--- config.mk ---
export PLATFORM = sky130hd
export DESIGN_NAME = d_format_decode_queue
export DESIGN_NICKNAME = d
export VERILOG_FILES = /design/src/rtl/d_format_decode_queue_pkg.sv /design/src/rtl/d_format_decode_queue_ram.sv /design/src/rtl/d_format_decode_queue.sv
export SDC_FILE = /design/constraint.sdc
export NUM_CORES = 1
export LEC_CHECK = 0
export BUFFER_PORTS_ARGS = -buffer_cell sky130_fd_sc_hd__buf_2
export CORE_MARGIN = 5
export CORE_UTILIZATION = 56
export CTS_CLUSTER_SIZE = 28
export DETAILED_ROUTE_END_ITERATION = 7
export GPL_TIMING_DRIVEN = 1
export PLACE_DENSITY = 0.85
export SLEW_MARGIN = 40
export SYNTH_ARGS = -nofsm -noshare
export SYNTH_HDL_FRONTEND = slang
export SYNTH_SLANG_ARGS = --single-unit
--- constraint.sdc ---
create_clock -name clock_i -period 2.6 [get_ports clock_i]
set_input_delay 0.39 -clock clock_i [delete_from_list [all_inputs] [get_ports clock_i]]
set_output_delay 0.39 -clock clock_i [all_outputs]
set_load 0.02 [all_outputs]
--- src/rtl/d_format_decode_queue_pkg.sv ---
// Shared D-format entry definitions for decoder, decode queue and issue.
// Field order matches the decoder output bundle.
package d_format_decode_queue_pkg;

  localparam int unsigned DEPTH    = 8;
  localparam int unsigned PTR_W    = 3;
  localparam int unsigned OPCODE_W = 6;
  localparam int unsigned REG_W    = 5;
  localparam int unsigned IMM_W    = 64;
  localparam int unsigned ENTRY_W  =
    OPCODE_W + 2 * REG_W + 1 + IMM_W;

  typedef struct packed {
    logic [OPCODE_W-1:0] opcode;
    logic [REG_W-1:0]    reg1;
    logic [REG_W-1:0]    reg2;
    logic                reg2ValOrZero;
    logic [IMM_W-1:0]    imm;
  } d_entry_t;

endpackage

--- src/rtl/d_format_decode_queue_ram.sv ---
// Register-array storage for the decode queue.
// One write port, one asynchronous read port.
module decode_queue_ram #(
  parameter int unsigned depth    = 8,
  parameter int unsigned ptrWidth = 3,
  parameter int unsigned width    = 81
) (
  input  logic                clock_i,
  input  logic                resetn_i,
  input  logic                we,
  input  logic [ptrWidth-1:0] waddr,
  input  logic [width-1:0]    wdata,
  input  logic [ptrWidth-1:0] raddr,
  output logic [width-1:0]    rdata
);

  logic [width-1:0] mem [depth];

  always_ff @(posedge clock_i or negedge resetn_i) begin
    if (!resetn_i) begin
      for (int i = 0; i < int'(depth); i++)
        mem[i] <= '0;
    end else if (we) begin
      mem[waddr] <= wdata;
    end
  end

  assign rdata = mem[raddr];

endmodule

--- src/rtl/d_format_decode_queue.sv ---
// Circular queue of decoded D-format instructions feeding issue.
// Decoder cannot be back-pressured: early stall plus sticky overflow.
module d_format_decode_queue
  import d_format_decode_queue_pkg::*;
#(
  parameter int unsigned depth       = DEPTH,
  parameter int unsigned ptrWidth    = PTR_W,
  parameter int unsigned opcodeWidth = OPCODE_W,
  parameter int unsigned regWidth    = REG_W,
  parameter int unsigned immWidth    = IMM_W
) (
  input  logic                   clock_i,
  input  logic                   resetn_i,
  input  logic                   enable_i,
  input  logic [opcodeWidth-1:0] opcode_i,
  input  logic [regWidth-1:0]    reg1_i,
  input  logic [regWidth-1:0]    reg2_i,
  input  logic                   reg2ValOrZero_i,
  input  logic [immWidth-1:0]    imm_i,
  input  logic                   flush_i,
  input  logic                   ready_i,
  output logic                   valid_o,
  output logic [opcodeWidth-1:0] opcode_o,
  output logic [regWidth-1:0]    reg1_o,
  output logic [regWidth-1:0]    reg2_o,
  output logic                   reg2ValOrZero_o,
  output logic [immWidth-1:0]    imm_o,
  output logic [ptrWidth:0]      count_o,
  output logic                   stall_o,
  output logic                   overflow_o
);

  localparam int unsigned entryW =
    opcodeWidth + 2 * regWidth + 1 + immWidth;
  localparam logic [ptrWidth:0] FULL =
    (ptrWidth + 1)'(depth);
  localparam logic [ptrWidth:0] STALL_AT =
    (ptrWidth + 1)'(depth - 2);

  logic [ptrWidth-1:0] head_q;
  logic [ptrWidth-1:0] tail_q;
  logic [ptrWidth:0]   count_q;
  logic                ovf_q;
  logic [entryW-1:0]   last_q;
  logic [entryW-1:0]   wdata;
  logic [entryW-1:0]   rdata;
  logic [entryW-1:0]   head;
  logic                full;
  logic                push;
  logic                pop;
  logic                drop;

  assign wdata = {opcode_i, reg1_i, reg2_i,
                  reg2ValOrZero_i, imm_i};

  assign full = (count_q == FULL);
  assign pop  = valid_o & ready_i & ~flush_i;
  assign push = enable_i & ~flush_i & (~full | pop);
  assign drop = enable_i & ~flush_i & full & ~pop;

  always_ff @(posedge clock_i or negedge resetn_i) begin
    if (!resetn_i) begin
      head_q  <= '0;
      tail_q  <= '0;
      count_q <= '0;
      ovf_q   <= 1'b0;
      last_q  <= '0;
    end else begin
      if (drop)
        ovf_q <= 1'b1;
      if (flush_i) begin
        head_q  <= '0;
        tail_q  <= '0;
        count_q <= '0;
      end else begin
        if (push)
          tail_q <= tail_q + 1'b1;
        if (pop) begin
          head_q <= head_q + 1'b1;
          last_q <= rdata;
        end
        if (push && !pop)
          count_q <= count_q + 1'b1;
        else if (pop && !push)
          count_q <= count_q - 1'b1;
      end
    end
  end

  decode_queue_ram #(
    .depth    (depth),
    .ptrWidth (ptrWidth),
    .width    (entryW)
  ) u_ram (
    .clock_i  (clock_i),
    .resetn_i (resetn_i),
    .we       (push),
    .waddr    (tail_q),
    .wdata    (wdata),
    .raddr    (head_q),
    .rdata    (rdata)
  );

  // Empty queue keeps showing the last popped entry.
  assign head = valid_o ? rdata : last_q;

  assign {opcode_o, reg1_o, reg2_o,
          reg2ValOrZero_o, imm_o} = head;

  assign valid_o    = (count_q != '0);
  assign count_o    = count_q;
  assign stall_o    = (count_q >= STALL_AT);
  assign overflow_o = ovf_q;

endmodule

# Yosys cells after proc, flatten, opt, wreduce, memory -nomap -nowiden
# Index checks and enable logic that the tools add are counted.
# word_totals
ff_bits	740
output_inout_bits	88
elab_cells	58
input_bits	86
# classes
reduce_logical	10
bitwise	12
mux	14
addsub	4
eq_ne	1
n_lt_le_gt_ge	4
# op_table
cell	n
$bwmux W648	1
$mux W81	4
$bmux W81 S3	1
$demux W81 S3	1
$mux W3	4
$mux W4	3
$ge A4 B4 Y1 const B	2
$not A3 Y4	2
$add A3 B1 Y3 const B	2
$and A1 B1 Y1	6
$add A4 B1 Y4 const B	1
$eq A4 B4 Y1 const B	1
$ge A4 B3 Y1 const B	1
$lt A4 B1 Y1 const B	1
$reduce_bool A2 Y1	2
$reduce_bool A4 Y1	1
$sub A4 B1 Y4 const B	1
$logic_and A1 B1 Y1	3
$not A1 Y1	3
$reduce_bool A3 Y1	1
$logic_not A1 Y1	2
$reduce_and A2 Y1	1
$or A1 B1 Y1	1

# Depth between registers and ports, before layout
# depth
word_depth	10
ltp_mapped	11
mapped_depth_nobuf	8

# Hierarchy
# From an unflattened synthesis, not the netlist that was laid out.
# hier_totals
cells_unflattened	2174
area_unflattened_um2	34236.6
# modules_own_cells
module	area_per_inst_um2	instances	cells_each
decode_queue_ram	29186.7	1	1663
d_format_decode_queue	5049.8	1	511

# Worst setup path after synthesis
# No wires, ideal clock.
# synth_timing
path_kind	reg-to-reg
startpoint	register count_q[0], in the netlist count_o[0]
endpoint	register count_q[3], in the netlist count_o[3]
arrival_time_ps	2873
slack_ps	-409
path_buffers	3
setup_ps	136
stages_incl_launch_ff	12
cell_sequence	dfrtp_1 > or3_1 > buf_6 > nor2_1 > buf_2 > clkbuf_1 > o21ai_0 > ha_1 > a211oi_1 > or4_1 > a31oi_1 > a21oi_1
# synth_via
elab_chain_len	8
# synth_lines
item	line_no	rtl
start, declared	d_format_decode_queue.sv:42	logic [ptrWidth:0] count_q;
start signal, assigned	d_format_decode_queue.sv:83	count_q <= count_q + 1'b1;
start signal, assigned	d_format_decode_queue.sv:85	count_q <= count_q - 1'b1;
$reduce_bool A4 Y1	d_format_decode_queue.sv:110	assign valid_o = (count_q != '0);
$and A1 B1 Y1 (2 in a row)	d_format_decode_queue.sv:57	assign pop = valid_o & ready_i & ~flush_i;
$or A1 B1 Y1	d_format_decode_queue.sv:58	assign push = enable_i & ~flush_i & (~full | pop);
$and A1 B1 Y1	d_format_decode_queue.sv:58	
$logic_and A1 B1 Y1 / $logic_not A1 Y1 (equally long branches)	d_format_decode_queue.sv:82, d_format_decode_queue.sv:84	
$mux W4 / $logic_and A1 B1 Y1 (equally long branches)	d_format_decode_queue.sv:82, d_format_decode_queue.sv:84	
$mux W4 / $reduce_bool A3 Y1 (equally long branches)	n/a	
# Several ways; a longest one is shown, not always the timed one. The select of a mux whose other input is x is not followed.
# A chain may end at the register's enable or synchronous reset.

# Worst setup path after layout
# layout_timing
startpoint	register head_q[1]
endpoint	output port reg1_o[0]
# layout_via
elab_chain_len	5
# layout_lines
item	line_no	rtl
start, declared	d_format_decode_queue.sv:40	logic [ptrWidth-1:0] head_q;
start signal, assigned	d_format_decode_queue.sv:79	head_q <= head_q + 1'b1;
$not A3 Y4 (not written as such)	d_format_decode_queue_ram.sv:28	assign rdata = mem[raddr];
$bmux W81 S3	d_format_decode_queue_ram.sv:28	
$mux W81 (not written as such) (2 in a row)	d_format_decode_queue_ram.sv:28	
$mux W81	d_format_decode_queue.sv:105	assign head = valid_o ? rdata : last_q;
end, declared	d_format_decode_queue.sv:24	output logic [regWidth-1:0] reg1_o,
# Every way passes these cells. The select of a mux whose other input is x is not followed.

==> results.sh <==
export IMPL_port_buffers=173
export IMPL_pre_cts_ws_ps=29.6
export IMPL_final_antenna_net_count=0
export IMPL_critPathMaxFanout=6
export IMPL_clock_latency_ps=640
export IMPL_synth_fp_nets=2545
export IMPL_nets=2845
export IMPL_power_density_nw_per_um2=1290
export IMPL_gp_congestion=0.825
export IMPL_cts_root_buf="clkbuf_16"
export IMPL_fin_total_pwr_mw=55.9
export IMPL_status="complete, but fails checks"
export IMPL_synth_cells=2454
export IMPL_vias_per_cell=6.86
export IMPL_drc_errors=0
export IMPL_drt_iter0_drc=2745
export IMPL_synth_area_mux_share_pct=33.3
export IMPL_finClkSkew_ps=32.8
export IMPL_dp_cells=3336
export IMPL_worst_pin_slew_ps=690
export IMPL_fmax_mhz=317
export IMPL_synth_seq_area_share_pct=54.2
export IMPL_rows=90
export IMPL_leakage_nw=20.2
export IMPL_grt_max_degree=107
export IMPL_syn_area_per_cell_um2=13.9
export IMPL_synth_simple_area_share_pct=2.40
export IMPL_maxSlewHeadroom_pct=54.0
export IMPL_vdd_drop_max_v=0.00122
export IMPL_rrSetupSlack_ps=-50
export IMPL_post_route_min_period_ps=3160
export IMPL_hpwl_um=51600
export IMPL_fin_util_pct=71.9
export IMPL_routed_via_count=24786
export IMPL_antenna_found_initial=25
export IMPL_cts_buffers=76
export IMPL_whs_ps=100
export IMPL_synth_area_um2=34100
export IMPL_syn2layout_area_growth_pct=27.0
export IMPL_instances_no_fill=3613
export IMPL_violations="negative setup slack"
export IMPL_cts_htree_levels=3
export IMPL_fillerInstances=3227
export IMPL_start_kind="flop"
export IMPL_synth_xor_area_share_pct=0.180
export IMPL_layout_setup_ws_ps=-557
export IMPL_die_area_um2=66000
export IMPL_period_share_pct=121
export IMPL_coreArea_um2=60400
export IMPL_slew_violations=0
export IMPL_multi_input_area_um2=16100
export IMPL_cap_violations=0
export IMPL_synth_top_area_share_pct=54.2
export IMPL_synth_top_family_by_area="multiplexers"
export IMPL_required_ps=2210
export IMPL_cts_tree="done"
export IMPL_yosys_register_bits=740
export IMPL_synth_compound_area_share_pct=6.67
export IMPL_start_util_pct=56.6
export IMPL_die_w_um=257
export IMPL_ios=174
export IMPL_sequentialPowerShare_pct=30.6
export IMPL_grt_pass1_vias=25758
export IMPL_ys_types=44
export IMPL_grtUsageTotal_pct=30.8
export IMPL_synth_adder_area_share_pct=0.205
export IMPL_clk_path_buf_depth=3
export IMPL_setup_violations=85
export IMPL_combPwrFrac_pct=48.4
export IMPL_grt_pass1_wl_um=159000
export IMPL_yosys_warnings=0
export IMPL_routedWlPerCell_um=32.6
export IMPL_ys_top_cells_by_area="dfrtp_1 54%, mux2_2 21%, mux2_4 7.0%"
export IMPL_fp_dieH_um=257
export IMPL_register_area_um2=18500
export IMPL_overflow=0
export IMPL_firstDrtPassIters=5
export IMPL_drt_wl_total_um=118000
export IMPL_clkSinkCount=740
export IMPL_crit_path_end_kind="primary output"
export IMPL_power_switching_mw=21.5
export IMPL_critPathKind="flop to primary output"
export IMPL_hold_path_class="input port to flop"
export IMPL_clk_pin_slew_ps=70
export IMPL_p_sw_share_pct=38.4
export IMPL_cp_arrival_ps=2770
export IMPL_drive_gt1_share_pct=55.4
export IMPL_rsz0062_at_grt="true"
export IMPL_hold_viol=0
export IMPL_yosys_area_top_type="dfrtp_1"
export IMPL_p_clk_share_pct=21.0
export IMPL_p_int_mw=34.5
[cell usage in the layout, fill, tap and decap left out, drive strengths merged, types with 2 or more instances in the layout]
master	count
a31oi	2
bufinv	8
buf	383
mux2i	164
inv	8
nor2	14
o311a	2
o311ai	2
clkinvlp	3
a21oi	2
mux2	810
o21ai	163
a22oi	81
nand2b	3
dfrtp	740
clkbuf	122
xnor2	4
diode	20
clkinv	18
o221ai	81
nand3	3
nand2	170
nor2b	3
nor3	2
nor3b	2
a211oi	3
xor2	3
ha	4
[power by group through the flow]
stage	combinational, mW	clock, mW	sequential (mW)
floorplan	11.2	0	16.1
global placement	15.7	0	16.3
detailed placement	16.3	0	16.6
CTS	23.4	11.5	16.5
global route	28.0	12.2	17.3
finish	27.1	11.7	17.1
[flip-flops by register name, summed over array words and instances, names as in the netlist]
name and count:
u_ram.mem 648, count_o 4, overflow_o 1, head_q 3
last_q 81, tail_q 3
[metal layers]
layer	routed length, um	global-route usage (%)	part of all wire (%)
met4	8100	16.6	6.9
met3	11300	6.92	9.6
met2	55400	49.2	47
met1	42800	39.6	36
met5	68	0	0.058
[synth_stat cells]
library cell	number
buf_1	6
fa_1	1
a31oi_1	2
nor3_1	1
nand3_1	2
a22oi_1	81
o311a_1	1
clkbuf_1	81
o311ai_0	1
nand2b_1	3
buf_4	11
o311a_4	1
nand3_2	1
mux2_2	634
o2111ai_1	1
o221ai_1	81
mux2_1	16
xor2_1	3
ha_1	4
buf_2	63
and2b_1	1
o311ai_4	1
dfrtp_1	740
or4_1	1
nor2b_1	3
buf_6	9
a211oi_1	3
buf_12	9
nor3b_1	2
or3_1	1
inv_1	7
nand2_1	170
a21oi_1	2
o211ai_1	1
xnor2_1	4
a41o_1	1
o21ai_0	163
mux2_4	160
and3b_4	1
nor2_1	14
nor3_2	1
mux2i_1	164
a21o_1	1
nor4_1	1
[per-stage QoR]
step	setup TNS (ps)	area (um^2)
final	-25900	43400
after global routing	-31430	43400
after CTS	-23030	42200
after detailed placement	0	36500
after global placement	0	36500
after floorplan	-75.3	34200
[kinds of logic after synthesis]
group / Yosys count
muxes: 974
DFF: 740
AOI/OAI and AO/OA: 340
and+or+nand+nor: 202
buffers and inverters: 186
xor gates and xnor gates: 7
adders and majority gates: 5
[final timing paths]
check,startpoint,end,cells past startpoint
worst max-delay path,head_q[1],reg1_o[0],9
worst min-delay path,opcode_i[0],u_ram.mem[642],2
worst max register to register,count_o[2],last_q[71],11
worst min register to register,overflow_o,overflow_o,1
max in group asynchronous,resetn_i,u_ram.mem[486],4
min in group asynchronous,resetn_i,u_ram.mem[76],2
[repair_timing]
item,CTS,global route
hold buffers,1,0
endpoints found under the setup margin,82,127
setup buffers,47,30
endpoints found under the hold margin,50,0
pin swaps,120,92
resized for setup,417,166
cloned,40,20
[area by class of cell]
cell class | instances | share of cell area (%)
Antenna cell | 20 | 0.115
Sequential cell | 740 | 42.7
Timing Repair Buffer | 401 | 11.8
Inverter | 7 | 0.0692
Tap cell | 782 | 2.26
Multi-Input combinational cell | 1528 | 37.1
Clock buffer | 105 | 5.15
Clock inverter | 30 | 0.845
[critical path, cell delays in order, from the launching register on]
cell,delay (ps)
dfrtp_4,500
buf_6,150
buf_12,150
buf_16,160
buf_16,150
mux2i_1,140
a22oi_1,320
o221ai_1,240
o21ai_1,170
buf_4,160
(Power assumes the default switching activity.)
